**src/rtl/display_scan_ctrl.sv**
```systemverilog
// display_scan_ctrl: 4-digit multiplexed 7-segment scanner with a frame-aligned load handshake.
// Optional blink (64 frames on / 64 off) is built in when DISPLAY_SCAN_BLINK_EN is defined.
module display_scan_ctrl #(
  parameter int DIV  = 50000,
  parameter int DEAD = 500
) (
  input  logic        Clk,
  input  logic        Rst_n,
  input  logic [15:0] bcdIn,
  input  logic        load,
  output logic        loadAck,
  input  logic        blankLz,
  input  logic        blink,
  output logic [3:0]  digEn,
  output logic [6:0]  seg,
  output logic        frameStart
);
  localparam int SW = $clog2(DIV);
  typedef enum logic {BLANK, DRIVE} stateT;
  stateT state, stateNxt;
  logic [SW-1:0] sc;
  logic [1:0] idx;
  logic [15:0] shadow;
  logic slotEnd, frameEnd, capture, hide;
  logic [3:0] nib, lz, digEnNxt;
  logic [6:0] segDec, segNxt;
  assign slotEnd  = sc == SW'(DIV - 1);
  assign frameEnd = slotEnd && idx == 2'd3;
  assign capture  = frameEnd && load;
  assign nib      = shadow[{idx, 2'b00} +: 4];
  // a digit is a suppressible leading zero only if it and every higher digit are zero
  assign lz[3] = blankLz && shadow[15:12] == 4'd0;
  assign lz[2] = lz[3] && shadow[11:8] == 4'd0;
  assign lz[1] = lz[2] && shadow[7:4] == 4'd0;
  assign lz[0] = 1'b0;
`ifdef DISPLAY_SCAN_BLINK_EN
  logic [6:0] frameCnt;
  always_ff @(posedge Clk or negedge Rst_n)
    if (!Rst_n) frameCnt <= '0;
    else if (frameStart) frameCnt <= frameCnt + 7'd1;
  assign hide = blink && frameCnt[6];
`else
  assign hide = blink & 1'b0;
`endif
  always_comb begin
    segDec = 7'b1111110;
    case (nib)
      4'd0: segDec = 7'b0000001;
      4'd1: segDec = 7'b1001111;
      4'd2: segDec = 7'b0010010;
      4'd3: segDec = 7'b0000110;
      4'd4: segDec = 7'b1001100;
      4'd5: segDec = 7'b0100100;
      4'd6: segDec = 7'b0100000;
      4'd7: segDec = 7'b0001111;
      4'd8: segDec = 7'b0000000;
      4'd9: segDec = 7'b0000100;
      default: segDec = 7'b1111110;
    endcase
  end
  always_comb begin
    stateNxt = (state == BLANK && sc == SW'(DEAD - 1)) ? DRIVE :
               (state == DRIVE && slotEnd) ? BLANK : state;
    digEnNxt = (state == DRIVE && !hide) ? ~(4'b0001 << idx) : 4'b1111;
    segNxt   = (state == DRIVE && !lz[idx]) ? segDec : 7'b1111111;
  end
  always_ff @(posedge Clk or negedge Rst_n)
    if (!Rst_n) begin
      sc         <= '0;
      idx        <= '0;
      state      <= BLANK;
      shadow     <= '0;
      digEn      <= 4'b1111;
      seg        <= 7'b1111111;
      loadAck    <= 1'b0;
      frameStart <= 1'b0;
    end else begin
      sc         <= slotEnd ? '0 : sc + 1'b1;
      idx        <= slotEnd ? idx + 2'd1 : idx;
      state      <= stateNxt;
      shadow     <= capture ? bcdIn : shadow;
      digEn      <= digEnNxt;
      seg        <= segNxt;
      loadAck    <= capture;
      frameStart <= frameEnd;
    end
endmodule

```
**config.mk**
```make
export PLATFORM = sky130hd
export DESIGN_NAME = display_scan_ctrl
export DESIGN_NICKNAME = d
export VERILOG_FILES = /design/src/rtl/display_scan_ctrl.sv
export SDC_FILE = /design/constraint.sdc
export NUM_CORES = 1
export LEC_CHECK = 0
export CAP_MARGIN = 20
export CORE_UTILIZATION = 40
export CTS_BUF_LIST = sky130_fd_sc_hd__clkbuf_4
export DETAILED_ROUTE_END_ITERATION = 10
export PLACE_DENSITY = 0.74
export SETUP_SLACK_MARGIN = 0.02
export SLEW_MARGIN = 5
export SYNTH_ARGS = -nofsm -noshare
export SYNTH_HDL_FRONTEND = slang
export SYNTH_SLANG_ARGS = --single-unit
```
**constraint.sdc**
```tcl
create_clock -name Clk -period 2.5 [get_ports Clk]
set_clock_uncertainty 0.1 [all_clocks]
set_input_delay 0.5 -clock Clk [delete_from_list [all_inputs] [get_ports Clk]]
set_output_delay 0.5 -clock Clk [all_outputs]
set_load 0.005 [all_outputs]
```
==> impl_results.md, run 1 <==
- Status: complete, no violations
- Post-synthesis async set-or-reset flop share: 100.0%
- Synth cell types: 37
- ANT cells: 0
- Final setup fails: 0
- Final Hold Viols: 0
- Synthesized area: 2330 µm²
- Mapped Cells: 190
- Setup TNS: 0 ns
- Skew-Pair Late Insertion Delay: approximately 0.36 ns
- CP Cell Sequence: or4_4 > nor4_4 > and3_1 > buf_12 > mux2_2
- CTS buffer count: 5
- Area leader, netlist: dfrtp_1
- Nets@finish: approximately 260
- Warnings, synthesis: 0
- RSZ-0062 raised after global routing: no
- Max layer used: met4
- Rel. slew slack: 68.44%
- CP Max Fanout: 17
- Final worst path period share: 89.82%
- Clk buf depth: 2
- Routed WL per cell: roughly 14 µm
- RePlAce Congestion: between 0.8 and 0.9
- WL met2: between 1.5 and 2 mm
- Post-DRT Antenna Nets: 0
- Worst setup margin: 0.2544 ns
- CTS Sinks: between 40 and 50
- DRC: 0
- Most frequent cells in the layout: 37 x dfrtp_1, 31 x clkdlybuf4s50_1, 13 x o21ai_0, 11 x ha_1, 11 x dfstp_2
- Register area share after synthesis: between 50% and 60%
- Area growth from synthesis to layout: 20.73%
- Fraction of layout cells with a size suffix above 1: 20.78%
- Post-synth top flop: dfrtp_1
- DR pass1 iterations: 4
- Pre-CTS worst setup slack: 0.2533 ns
- Max frequency: approximately 450 MHz
- Die area: between 6000 and 7000 µm²
- Routed WL: around 4.2 mm
- CTS tree: done
- FF+latch count, synth: 48
- Global route total overflow: 0
- Pint: a little over 0.9 mW
- PD cells: 422.3 nW/µm²
- Final Max Slew Viols: 0
- Worst hold slack: ~0.42 ns
- Yosys top cell area share: 39.74%
- R2R depth: 5
- Vias in the first global route: 1600
- Number of synthesized flops with an enable pin: 0
- Synth area leaders: dfrtp_1 40%, dfstp_2 12%, ha_1 5.9%, mux2_4 5.8%, mux4_2 3.9%
- Total power draw: around 1.2 mW
- Worst path depth: 5
- Die Height: 78.32 µm
- Crit path required time: 2.66 ns
- Largest net degree at the start of global routing: 28
- Hold Crit Depth: 1
- Wire length of the first global-routing pass: about 7.5 mm
- Buf+Inv Stages, Crit Path: 1
- Max stage delay on crit path: between 0.5 and 0.6 ns
- Postcts setup bufs: 0
- P_sw: roughly 0.25 mW
- Die W: between 70 and 80 µm
- Static Leak: around 1.2 nW
- Crit path arrival time: roughly 2.4 ns
- Comb pwr share: 4.0%
- Vias: approximately 1.6k
- # fillers: about 520
- Core footprint: 5574 µm²
- Htree depth: 2
- Initial antenna violation count: 0
- DRT met1 WL: about 2 mm
- Crit. End Element: register
- DRT iter0 DRCs: 52
- Multi-input logic area: between 1000 and 1500 µm²
- Final Critical Period: around 2.2 ns
- Sequential share of power: between 60% and 70%
- Net Sw Frac: between 20% and 30%
- Slowest CP cell: or4_4
- Starting Density: roughly two fifths
- Worst-Margin Slew: 0.4734 ns
- Peak supply drop: approximately 0.00017 V
- Placement row count: 27
- Critical path class: register to register
- PortBufs: 32
- Average size of a mapped cell: approximately 12 µm²
- Kind of cell adding the most delay to the critical path: simple AND/OR/NAND/NOR gates
- Startpoint types: register
- Syn_nets: around 220
- Clock Pin Slew Worst Setup and Hold Paths: ~0.13 ns
- Commonest non-fill, non-tap cell in the layout: dfrtp_1
- Routed wl met3: 152 µm
- Min-Delay Path Class: register to register
- Fin area: between 2000 and 3000 µm²
- Clock power share: a little under a third
- HPWL Detailed: about 3.0 mm
- I/O pin count: 34
- MaxCap Viol Count: 0
- Vias/cell: approximately 5.2
- CTS Root Cell: clkbuf_4
- GR Util All Layers: roughly 16%
- FF+latch area: between 1000 and 1500 µm²
- DP Area: 2746 µm²
==> worst register-to-register path, stage by stage (launching register included) <==
cell and delay [ns]:
dfrtp_1 0.44, or4_4 0.54, nor4_4 0.30, and3_1 0.24, buf_12 0.18, mux2_2 0.36
==> Yosys cell counts, types with 3 or more instances <==
master    count
mux2_4        9
nand4_1       6
inv_1         8
nor2_1        9
nand3_1       7
ha_1         11
and3_1        4
xor2_1        3
nor4_1        4
mux2_2        7
dfrtp_1      37
dfstp_2      11
o21ai_0      13
nand2_1      10
clkbuf_1      4
a21oi_1       8
mux4_2        4
xnor2_1       8
nor3_1        3
==> flip-flops by register name (all words and copies together) (netlist names) <==
name / cells
sc: 16
shadow: 16
seg: 7
digEn: 4
idx: 2
frameStart: 1
loadAck: 1
state: 1
==> per-layer routing <==
layer  vias up  global-route usage, %
met5         -                      0
met4         0                  8.519
met1       756                  20.76
li1        755                      -
met3         8                  2.674
met2        47                  25.00
==> worst paths after layout <==
| kind | startpoint | end | slack (ns) |
|---|---|---|---|
| worst min register to register | sc[0] | sc[0] | 0.42 |
| worst min-delay path | sc[0] | sc[0] | 0.42 |
| max in group asynchronous | Rst_n | seg[4] | 1.03 |
| min in group asynchronous | Rst_n | sc[0] | 0.51 |
| worst max register to register | sc[13] | shadow[15] | 0.25 |
| worst max-delay path | sc[13] | shadow[15] | 0.25 |
==> power by group through the flow <==
stage	sequential, mW	combinational [mW]	clock, mW
4_1_cts	0.777	0.0487	0.379
3_3_place_gp	0.791	0.0467	0
3_5_place_dp	0.791	0.0475	0
6_report	0.777	0.0471	0.363
5_1_grt	0.778	0.0524	0.415
2_1_floorplan	0.792	0.000833	0
==> cell type report <==
class                      count  area share, %
timing repair buffer          39          13.61
tap                           72          3.203
sequential                    48          43.19
clock buffer                   7          1.868
clock inverter                 1         0.1335
inverter                       8          1.068
multi-input combinational    128          36.92
==> kinds of logic (layout without fill, tap and decap cells) <==
kind of cell,Yosys count,after routing,synth area share [%]
AO/OA/AOI/OAI,25,25,5.908
XOR/XNOR,11,11,4.136
adder cells (fa/ha/maj),11,11,5.908
buffers and inverters,14,55,3.276
flip-flops,48,48,52.15
multiplexers,21,21,13.48
AND/OR/NAND/NOR,60,60,15.14
==> timing repair <==
action / CTS / global route
endpoints found under the hold margin: 12 / 0
hold buffers: 1 / 0
gates resized for setup: 0 / 0
==> stage by stage <==
stage / utilization (%) / std cells
CTS: 50.46 / 303
floorplan: - / 190
global route: 50.46 / 303
detailed placement: 49.27 / 294
finish: 50.46 / 303
global placement: 49.27 / 294
(Power assumes the default switching activity.)
==> inputs of run 2 (changes only) <==
--- a/config.mk
+++ b/config.mk
@@ -6,10 +6,10 @@
 export NUM_CORES = 1
 export LEC_CHECK = 0
 export CAP_MARGIN = 20
-export CORE_UTILIZATION = 40
+export CORE_UTILIZATION = 46
 export CTS_BUF_LIST = sky130_fd_sc_hd__clkbuf_4
 export DETAILED_ROUTE_END_ITERATION = 10
-export PLACE_DENSITY = 0.74
+export PLACE_DENSITY = 0.81
 export SETUP_SLACK_MARGIN = 0.02
 export SLEW_MARGIN = 5
 export SYNTH_ARGS = -nofsm -noshare
==> impl_results.md, run 2 (synthesis results as in run 1) <==
- Status: complete, no violations
- Routed WL per cell: between 10 and 15 µm
- Critical path class: register to register
- CTS tree: done
- Vias: between 1.5k and 2k
- FF+latch area: around 1200 µm²
- Post-placement cell count: just under 300
- Core footprint: roughly 4800 µm²
- CTS Sinks: 48
- Startpoint types: register
- Htree depth: 2
- Final Critical Period: 2.314 ns
- Final Util: 59.29%
- DR pass1 iterations: 5
- HPWL Detailed: 2.926 mm
- MaxCap Viol Count: 0
- Die area: roughly 5400 µm²
- Worst setup margin: roughly 0.19 ns
- Final Max Slew Viols: 0
- I/O pin count: 34
- Postcts setup bufs: 0
- Min-Delay Path Class: register to register
- DP Area: ~2700 µm²
- Vias/cell: 5.291
- Crit path required time: 2.67 ns
- Rel. slew slack: a little under 70%
- Die Height: around 73 µm
- Largest net degree at the start of global routing: 23
- Crit path arrival time: between 2 and 2.5 ns
- Final setup fails: 0
- Static Leak: around 1.2 nW
- Largest registers: sc: 16 flops, shadow: 16 flops, seg: 7 flops
- Clock Pin Slew Worst Setup and Hold Paths: between 0.1 and 0.15 ns
- CP Max Fanout: 17
- Most frequent cells in the layout: 37 x dfrtp_1, 31 x clkdlybuf4s50_1, 13 x o21ai_0, 11 x ha_1, 11 x dfstp_2
- Pre-CTS worst setup slack: about 0.21 ns
- Fin area: 2838 µm²
- Vias in the first global route: 1484
- Post-CTS sizing: 0
- Final worst path period share: 92.54%
- Initial antenna violation count: 0
- Multi-input logic area: 1039 µm²
- CTS Root Cell: clkbuf_4
- Placement row count: 25
- Crit. End Element: register
- DRC: 0
- CTS buffer count: 5
- PortBufs: 32
- Post-DRT Antenna Nets: 0
- Worst hold slack: ~0.42 ns
- Peak supply drop: 0.0003082 V
- PD cells: around 450 nW/µm²
- RePlAce Congestion: ~0.86
- Final Hold Viols: 0
- Total power draw: roughly 1.3 mW
- # fillers: 381
- Routed WL: 4.061 mm
- Area growth from synthesis to layout: 21.80%
- Skew-Pair Late Insertion Delay: ~0.37 ns
- GR Util All Layers: 18.06%
- Cell Count, Final, Fillers Out: 299
- Max frequency: roughly 430 MHz
- Starting Density: 48.68%
- Setup TNS: 0 ns
- RSZ-0062 raised after global routing: no
- Worst-Margin Slew: ~0.46 ns
- Nets@finish: 263
- Die W: approximately 73 µm
- Wire length of the first global-routing pass: 7.100 mm
- Commonest non-fill, non-tap cell in the layout: dfrtp_1
- ANT cells: 0
- Fraction of layout cells with a size suffix above 1: between 20% and 30%
- Global route total overflow: 0
- DRT iter0 DRCs: 100
- Clk buf depth: 2
-- run 2: cell types whose count changed in the layout (fill, tap and decap cells not counted), sizes merged --
cell    before  now
bufinv       0    1
buf          7    8
clkbuf       7    6
-- run 2: final timing paths --
kind | startpoint | slack [ns] | cells after the start | end
min | sc[0] | 0.42 | 1 | sc[0]
max in group asynchronous | Rst_n | 1.15 | 3 | digEn[3]
max | sc[10] | 0.19 | 5 | shadow[1]
min in group asynchronous | Rst_n | 0.50 | 2 | shadow[14]
max reg2reg | sc[10] | 0.19 | 5 | shadow[1]
min reg2reg | sc[0] | 0.42 | 1 | sc[0]
-- run 2: final cells by class --
class	instances	share of cell area [%]
Sequential cell	48	42.81
Multi-Input combinational cell	128	36.60
Timing Repair Buffer	40	13.76
Tap cell	67	2.954
Clock buffer	6	1.587
Clock inverter	2	1.235
Inverter	8	1.058
-- run 2: worst max-delay path: stages, from the launching register on --
cell     delay (ns)
dfrtp_1        0.46
or4_4          0.60
nor4_4         0.29
and3_1         0.24
buf_12         0.18
mux2_2         0.35
-- run 2: report_power, final --
group | internal [mW] | switching (mW)
combinational | 0.0284 | 0.0188
clock | 0.221 | 0.242
sequential | 0.777 | 0
total | 1.03 | 0.261
-- run 2: what timing repair did --
| action | in CTS | in global routing |
|---|---|---|
| hold buffers | 1 | 0 |
| setup endpoints to repair | 0 | 0 |
| endpoints found under the hold margin | 20 | 0 |
-- run 2: layer usage --
layer,part of all wire (%),GRT usage [%],vias up
met5,0,0,-
met2,46,27.06,39
met3,3.8,4.144,6
met1,48,24.89,778
met4,2.1,8.497,0
li1,-,-,759
